--- src/rtl/sha256core_out_collect_pkg.sv ---
// Shared sizing constants for the sha256core result path.
package sha256core_out_collect_pkg;

    localparam int CORE_DOUT_WIDTH   = 16;
    localparam int RESULT_CORE_WORDS = 16;
    localparam int RESULT_OUT_WORDS  = 8;
    localparam int NUM_SLOTS         = 2;

endpackage

--- src/rtl/sha256_result_slot.sv ---
// One result slot: write-indexed register file, read as adjacent word pairs.
module sha256_result_slot #(
    parameter int DATA_W = 16,
    parameter int DEPTH  = 16
) (
    input  logic                       CLK,
    input  logic                       we,
    input  logic [$clog2(DEPTH)-1:0]   waddr,
    input  logic [DATA_W-1:0]          wdata,
    input  logic [$clog2(DEPTH/2)-1:0] raddr,
    output logic [2*DATA_W-1:0]        rdata
);

    logic [DEPTH-1:0][DATA_W-1:0] mem;

    // Storage is never reset; full bits in the parent gate its visibility.
    always_ff @(posedge CLK) begin
        if (we) mem[waddr] <= wdata;
    end

    // Earlier core word lands in the low half.
    assign rdata = {mem[{raddr, 1'b1}], mem[{raddr, 1'b0}]};

endmodule

--- src/rtl/sha256core_out_collect.sv ---
// Collects 16-bit core output words into two ping-pong result slots and
// presents each completed result as eight 32-bit words.
module sha256core_out_collect
    import sha256core_out_collect_pkg::*;
#(
    parameter int IN_WIDTH  = CORE_DOUT_WIDTH,
    parameter int OUT_WIDTH = 2 * CORE_DOUT_WIDTH,
    parameter int IN_WORDS  = RESULT_CORE_WORDS
) (
    input  logic                 CLK,
    input  logic                 reset,
    input  logic [IN_WIDTH-1:0]  din,
    input  logic                 din_en,
    output logic                 ready_in,
    output logic [OUT_WIDTH-1:0] dout,
    output logic                 dout_valid,
    input  logic                 rd_en,
    output logic                 dout_last,
    output logic                 err_overflow
);

    localparam int WA        = $clog2(IN_WORDS);
    localparam int OUT_WORDS = IN_WORDS / 2;
    localparam int RA        = $clog2(OUT_WORDS);

    if (OUT_WIDTH != 2 * IN_WIDTH) begin : g_bad_width
        $error("OUT_WIDTH must be twice IN_WIDTH");
    end

    logic [NUM_SLOTS-1:0]                full;
    logic                                wr_slot;
    logic [WA-1:0]                       wr_cnt;
    logic                                rd_slot;
    logic [RA-1:0]                       rd_idx;

    logic                                wr_fire, wr_done, rd_fire, rd_done, ovf;
    logic [NUM_SLOTS-1:0]                full_set, full_clr, slot_we;
    logic [NUM_SLOTS-1:0][OUT_WIDTH-1:0] slot_rdata;

    // All decisions use pre-edge full bits, so a slot freed on this edge
    // still rejects a write arriving on the same edge.
    assign wr_fire = din_en && !full[wr_slot];
    assign wr_done = wr_fire && (wr_cnt == WA'(IN_WORDS - 1));
    assign ovf     = din_en && full[wr_slot];
    assign rd_fire = rd_en && full[rd_slot];
    assign rd_done = rd_fire && (rd_idx == RA'(OUT_WORDS - 1));

    assign full_set = wr_done ? (NUM_SLOTS'(1) << wr_slot) : '0;
    assign full_clr = rd_done ? (NUM_SLOTS'(1) << rd_slot) : '0;

    for (genvar g = 0; g < NUM_SLOTS; g++) begin : g_slot
        assign slot_we[g] = wr_fire && (wr_slot == 1'(g));

        sha256_result_slot #(
            .DATA_W (IN_WIDTH),
            .DEPTH  (IN_WORDS)
        ) u_slot (
            .CLK   (CLK),
            .we    (slot_we[g]),
            .waddr (wr_cnt),
            .wdata (din),
            .raddr (rd_idx),
            .rdata (slot_rdata[g])
        );
    end

    always_ff @(posedge CLK or posedge reset) begin
        if (reset) begin
            full         <= '0;
            wr_slot      <= 1'b0;
            wr_cnt       <= '0;
            rd_slot      <= 1'b0;
            rd_idx       <= '0;
            err_overflow <= 1'b0;
        end else begin
            // Set and clear never target the same slot: one needs it empty, the other full.
            full <= (full | full_set) & ~full_clr;

            if (wr_fire) begin
                wr_cnt <= wr_cnt + 1'b1;
                if (wr_done) wr_slot <= ~wr_slot;
            end

            if (rd_fire) begin
                rd_idx <= rd_idx + 1'b1;
                if (rd_done) rd_slot <= ~rd_slot;
            end

            if (ovf) err_overflow <= 1'b1;
        end
    end

    assign ready_in   = !full[wr_slot];
    assign dout_valid = full[rd_slot];
    assign dout       = slot_rdata[rd_slot];
    assign dout_last  = dout_valid && (rd_idx == RA'(OUT_WORDS - 1));

endmodule

--- config.mk ---
export PLATFORM = sky130hd
export DESIGN_NAME = sha256core_out_collect
export DESIGN_NICKNAME = d
export VERILOG_FILES = /design/src/rtl/sha256core_out_collect_pkg.sv /design/src/rtl/sha256_result_slot.sv /design/src/rtl/sha256core_out_collect.sv
export SDC_FILE = /design/constraint.sdc
export NUM_CORES = 1
export LEC_CHECK = 0
export CORE_UTILIZATION = 61
export DETAILED_ROUTE_END_ITERATION = 10
export PLACE_DENSITY_LB_ADDON = 0.3
export SETUP_SLACK_MARGIN = 0.5
export SYNTH_ARGS = -nofsm -noshare
export SYNTH_HDL_FRONTEND = slang
export SYNTH_HIERARCHICAL = 1
export SYNTH_SLANG_ARGS = --single-unit
--- constraint.sdc ---
create_clock -name CLK -period 4.2 [get_ports CLK]
set_clock_uncertainty 0.05 [all_clocks]
set_input_delay 0.84 -clock CLK [delete_from_list [all_inputs] [get_ports CLK]]
set_output_delay 0.84 -clock CLK [all_outputs]
set_load 0.01 [all_outputs]
==> results.md <==
* Post-route ant nets at 0
* Syn Std Cell Area at 0.02069 mm^2
* Width of the die at 186.2 um
* Clock tree from TritonCTS: done
* Drt drc at 3
* Fraction of layout instances using a drive strength above 1 at 36.95%
* Pwr per Cell Area at 679.5 mW/mm^2
* Row count at 67
* Initial DRC Count at 1,186
* GPL Wtd Cong at 0.8086
* Switching power at 4752 uW
* Synthesized instance count at 870
* CP max stage delay at 0.50 ns
* Worst Tran Pin Value at 1.360 ns
* CTS max path bufs at 3
* Worst Setup End Kind: output pin
* Post-synth top area share at 74.29%
* Avg Inst Size Synth at 23.79 um^2
* Tcrit/Tclk final at 90.18%
* Detailed Routing Iterations Pass 1 at 8
* Hold WC Path Type: reg -> reg
* CP Max Fanout at 6
* Initial antenna violation count at 0
* Required time of the worst setup path at 3.31 ns
* Top cells by area, synth: edfxtp_1 (74%), mux4_1 (10%), mux2_2 (5.4%), mux4_2 (5.2%), dfrtp_1 (1.5%)
* ANT cells at 0
* DR vias/cell at 6.475
* Final Hold Slack at 0.5064 ns
* DRT Wirelength at 46,970 um
* Crit path max-delay cell type: dfrtp_4
* Yosys reg bits at 524
* Area grow syn2layout at 18.10%
* Sink Count at 524
* RSZ-0062 raised after global routing: yes
* Final Hold Vio Count at 0
* Worst vdd ir at 0.0003882 V
* Net count after synthesis at 893
* Slew Limit Fails at 0
* Synth cell types at 27
* Vias at 9,874
* Net Sw Frac at 28.61%
* Max Fclk at 264.0 MHz
* Largest net degree at the start of global routing at 40
* I/O pin count at 56
* WP buf/inv at 6
* Critical Path, Cell by Cell: buf_12 -> buf_16 -> buf_12 -> buf_12 -> buf_16 -> mux4_2 -> mux2_4 -> mux2_4 -> buf_6
* Die extent in y at 186.2 um
* Area leader, netlist: edfxtp_1
* Leakage at 0.008219 uW
* Die area at 0.03467 mm^2
* Ys Warns at 6
* Total Routing Usage GR at 27.75%
* Max-cap violations at 0
* Gate power share at 35.7%
* Port buffer count at 55
* Worst setup SP type: register
* Clock Latency Late Sink at 0.56 ns
* Avg WL per Cell at 30.80 um
* FFs w/ async S/R, synth at 2.290%
* H-tree levels at 2
* Sequential share of the synthesized area at 75.74%
* Register share of total power at 38.5%
* Violated checks: DRC
* Final setup vio count at 0
* Clock share of power at 25.8%
* Top_reg_cell synth: edfxtp_1
* Slew margin rel. at 9.042%
* Fin crit period at 3.788 ns
* Setup TNS at 0 ns
* P_int at 11,860 uW
* Hpwl dp at 23,980 um
* Crit path max-delay family: multiplexers
* Worst-path clk slew at 0.06 ns
* R2R Setup Slk at 1.64 ns
* Num CTS Buffers at 49
* Vias in the first global route at 9,779
* First-pass GRT wire length at 66,670 um
* Overflow after GRT at 0
* CP Data Arrival Time at 2.90 ns
* Initial core utilization at 61.87%
* Post-synth EDFFs at 512
* Status: finished, violations left
* Cell mode on critical path: buf_12
* Root buf cell: clkbuf_16
* Nets at 1,062
* Kind of critical path: reg -> out
* Core Area at 0.03345 mm^2
sequential cells by signal, indices dropped and copies added (netlist names):
signal             count
rd_slot                1
wr_cnt                 4
wr_slot                1
full                   2
g_slot.u_slot/mem    512
rd_idx                 3
err_overflow           1
logic make-up (layout without fill, tap and decap cells):
family / count (synthesis) / count (layout) / share of synthesized area, %
buffers and inverters: 43 / 250 / 1.354
AO/OA/AOI/OAI: 6 / 6 / 0.1754
adder cells (fa/ha/maj): 3 / 3 / 0.1814
flip-flops: 524 / 524 / 75.74
XOR/XNOR: 5 / 5 / 0.2116
multiplexers: 229 / 229 / 20.91
AND/OR/NAND/NOR: 60 / 60 / 1.427
through the flow:
step,utilization (%),total power [uW],cell area (um^2),std cells,worst slack [ns]
floorplan,-,9327,20690,870,0.9161
global placement,66.24,11050,22160,1397,0.6305
detailed placement,66.24,11090,22160,1397,0.6041
CTS,72.57,16160,24270,1517,0.3973
global route,73.07,17120,24440,1525,0.3655
finish,73.07,16610,24440,1525,0.4124
power groups by stage:
stage	Sequential, uW	Combinational, uW	Clock [uW]
CTS	6360	5490	4310
finish	6390	5930	4290
floorplan	6230	3090	0
global route	6410	6180	4540
global placement	6580	4470	0
detailed placement	6600	4490	0
Yosys cell counts (4+ instances only):
cell type    n
nor2_1      26
mux2_2      99
nand3b_1     4
buf_2        5
nand3_1      6
buf_6       15
clkbuf_1     4
edfxtp_1   512
mux4_1      80
nor3_1      10
nand2b_1     4
dfrtp_1     12
mux4_2      48
buf_1       16
xnor2_1      5
cell type report:
| cell class | instances | area [um^2] |
|---|---|---|
| fill | 1756 | 9009 |
| clock buffer | 64 | 1325 |
| multi-input combinational | 303 | 4836 |
| clock inverter | 25 | 221.5 |
| timing repair buffer | 158 | 1798 |
| inverter | 3 | 11.26 |
| tap | 448 | 560.5 |
| sequential | 524 | 15690 |
cells in the final DEF (no fill, tap or decap), drive strengths merged:
| cell type | synthesis | routed |
|---|---|---|
| inv | 3 | 4 |
| mux2 | 100 | 100 |
| o21bai | 1 | 1 |
| mux2i | 1 | 1 |
| nand3b | 4 | 4 |
| or3b | 2 | 2 |
| mux4 | 128 | 128 |
| nand3 | 6 | 6 |
| a31oi | 3 | 3 |
| clkbuf | 4 | 68 |
| and2 | 1 | 1 |
| and3 | 3 | 3 |
| xnor2 | 5 | 5 |
| bufinv | 0 | 4 |
| bufbuf | 0 | 1 |
| dfrtp | 12 | 12 |
| nor3 | 10 | 10 |
| clkdlybuf4s50 | 0 | 23 |
| clkdlybuf4s15 | 0 | 2 |
| clkinv | 0 | 18 |
| a21oi | 2 | 2 |
| nand2 | 4 | 4 |
| buf | 36 | 128 |
| nor2 | 26 | 26 |
| edfxtp | 512 | 512 |
| ha | 3 | 3 |
| nand2b | 4 | 4 |
| clkinvlp | 0 | 2 |
layer usage:
| metal | wire length [um] | vias to the layer above | track usage [%] |
|---|---|---|---|
| met1 | 18570 | 5302 | 40.14 |
| met2 | 23700 | 451 | 44.58 |
| li1 | - | 4047 | - |
| met4 | 1158 | 0 | 8.590 |
| met3 | 3548 | 74 | 4.225 |
| met5 | 0 | - | 0 |
final timing paths:
| check | startpoint | depth (start not counted) | end |
|---|---|---|---|
| setup / recovery | rd_idx[0] | 9 | dout[7] |
| hold / removal | err_overflow | 1 | err_overflow |
| setup reg to reg | wr_slot | 5 | g_slot[1].u_slot/mem[30] |
| hold reg to reg | err_overflow | 1 | err_overflow |
| max in group asynchronous | reset | 2 | rd_idx[2] |
| min in group asynchronous | reset | 2 | full[1] |
repair_timing:
item	CTS	global route
setup endpoints to repair	33	29
cloned	7	4
hold buffers	0	0
resized for setup	201	52
buffers inserted	24	4
Power figures use the tool's default switching activity.
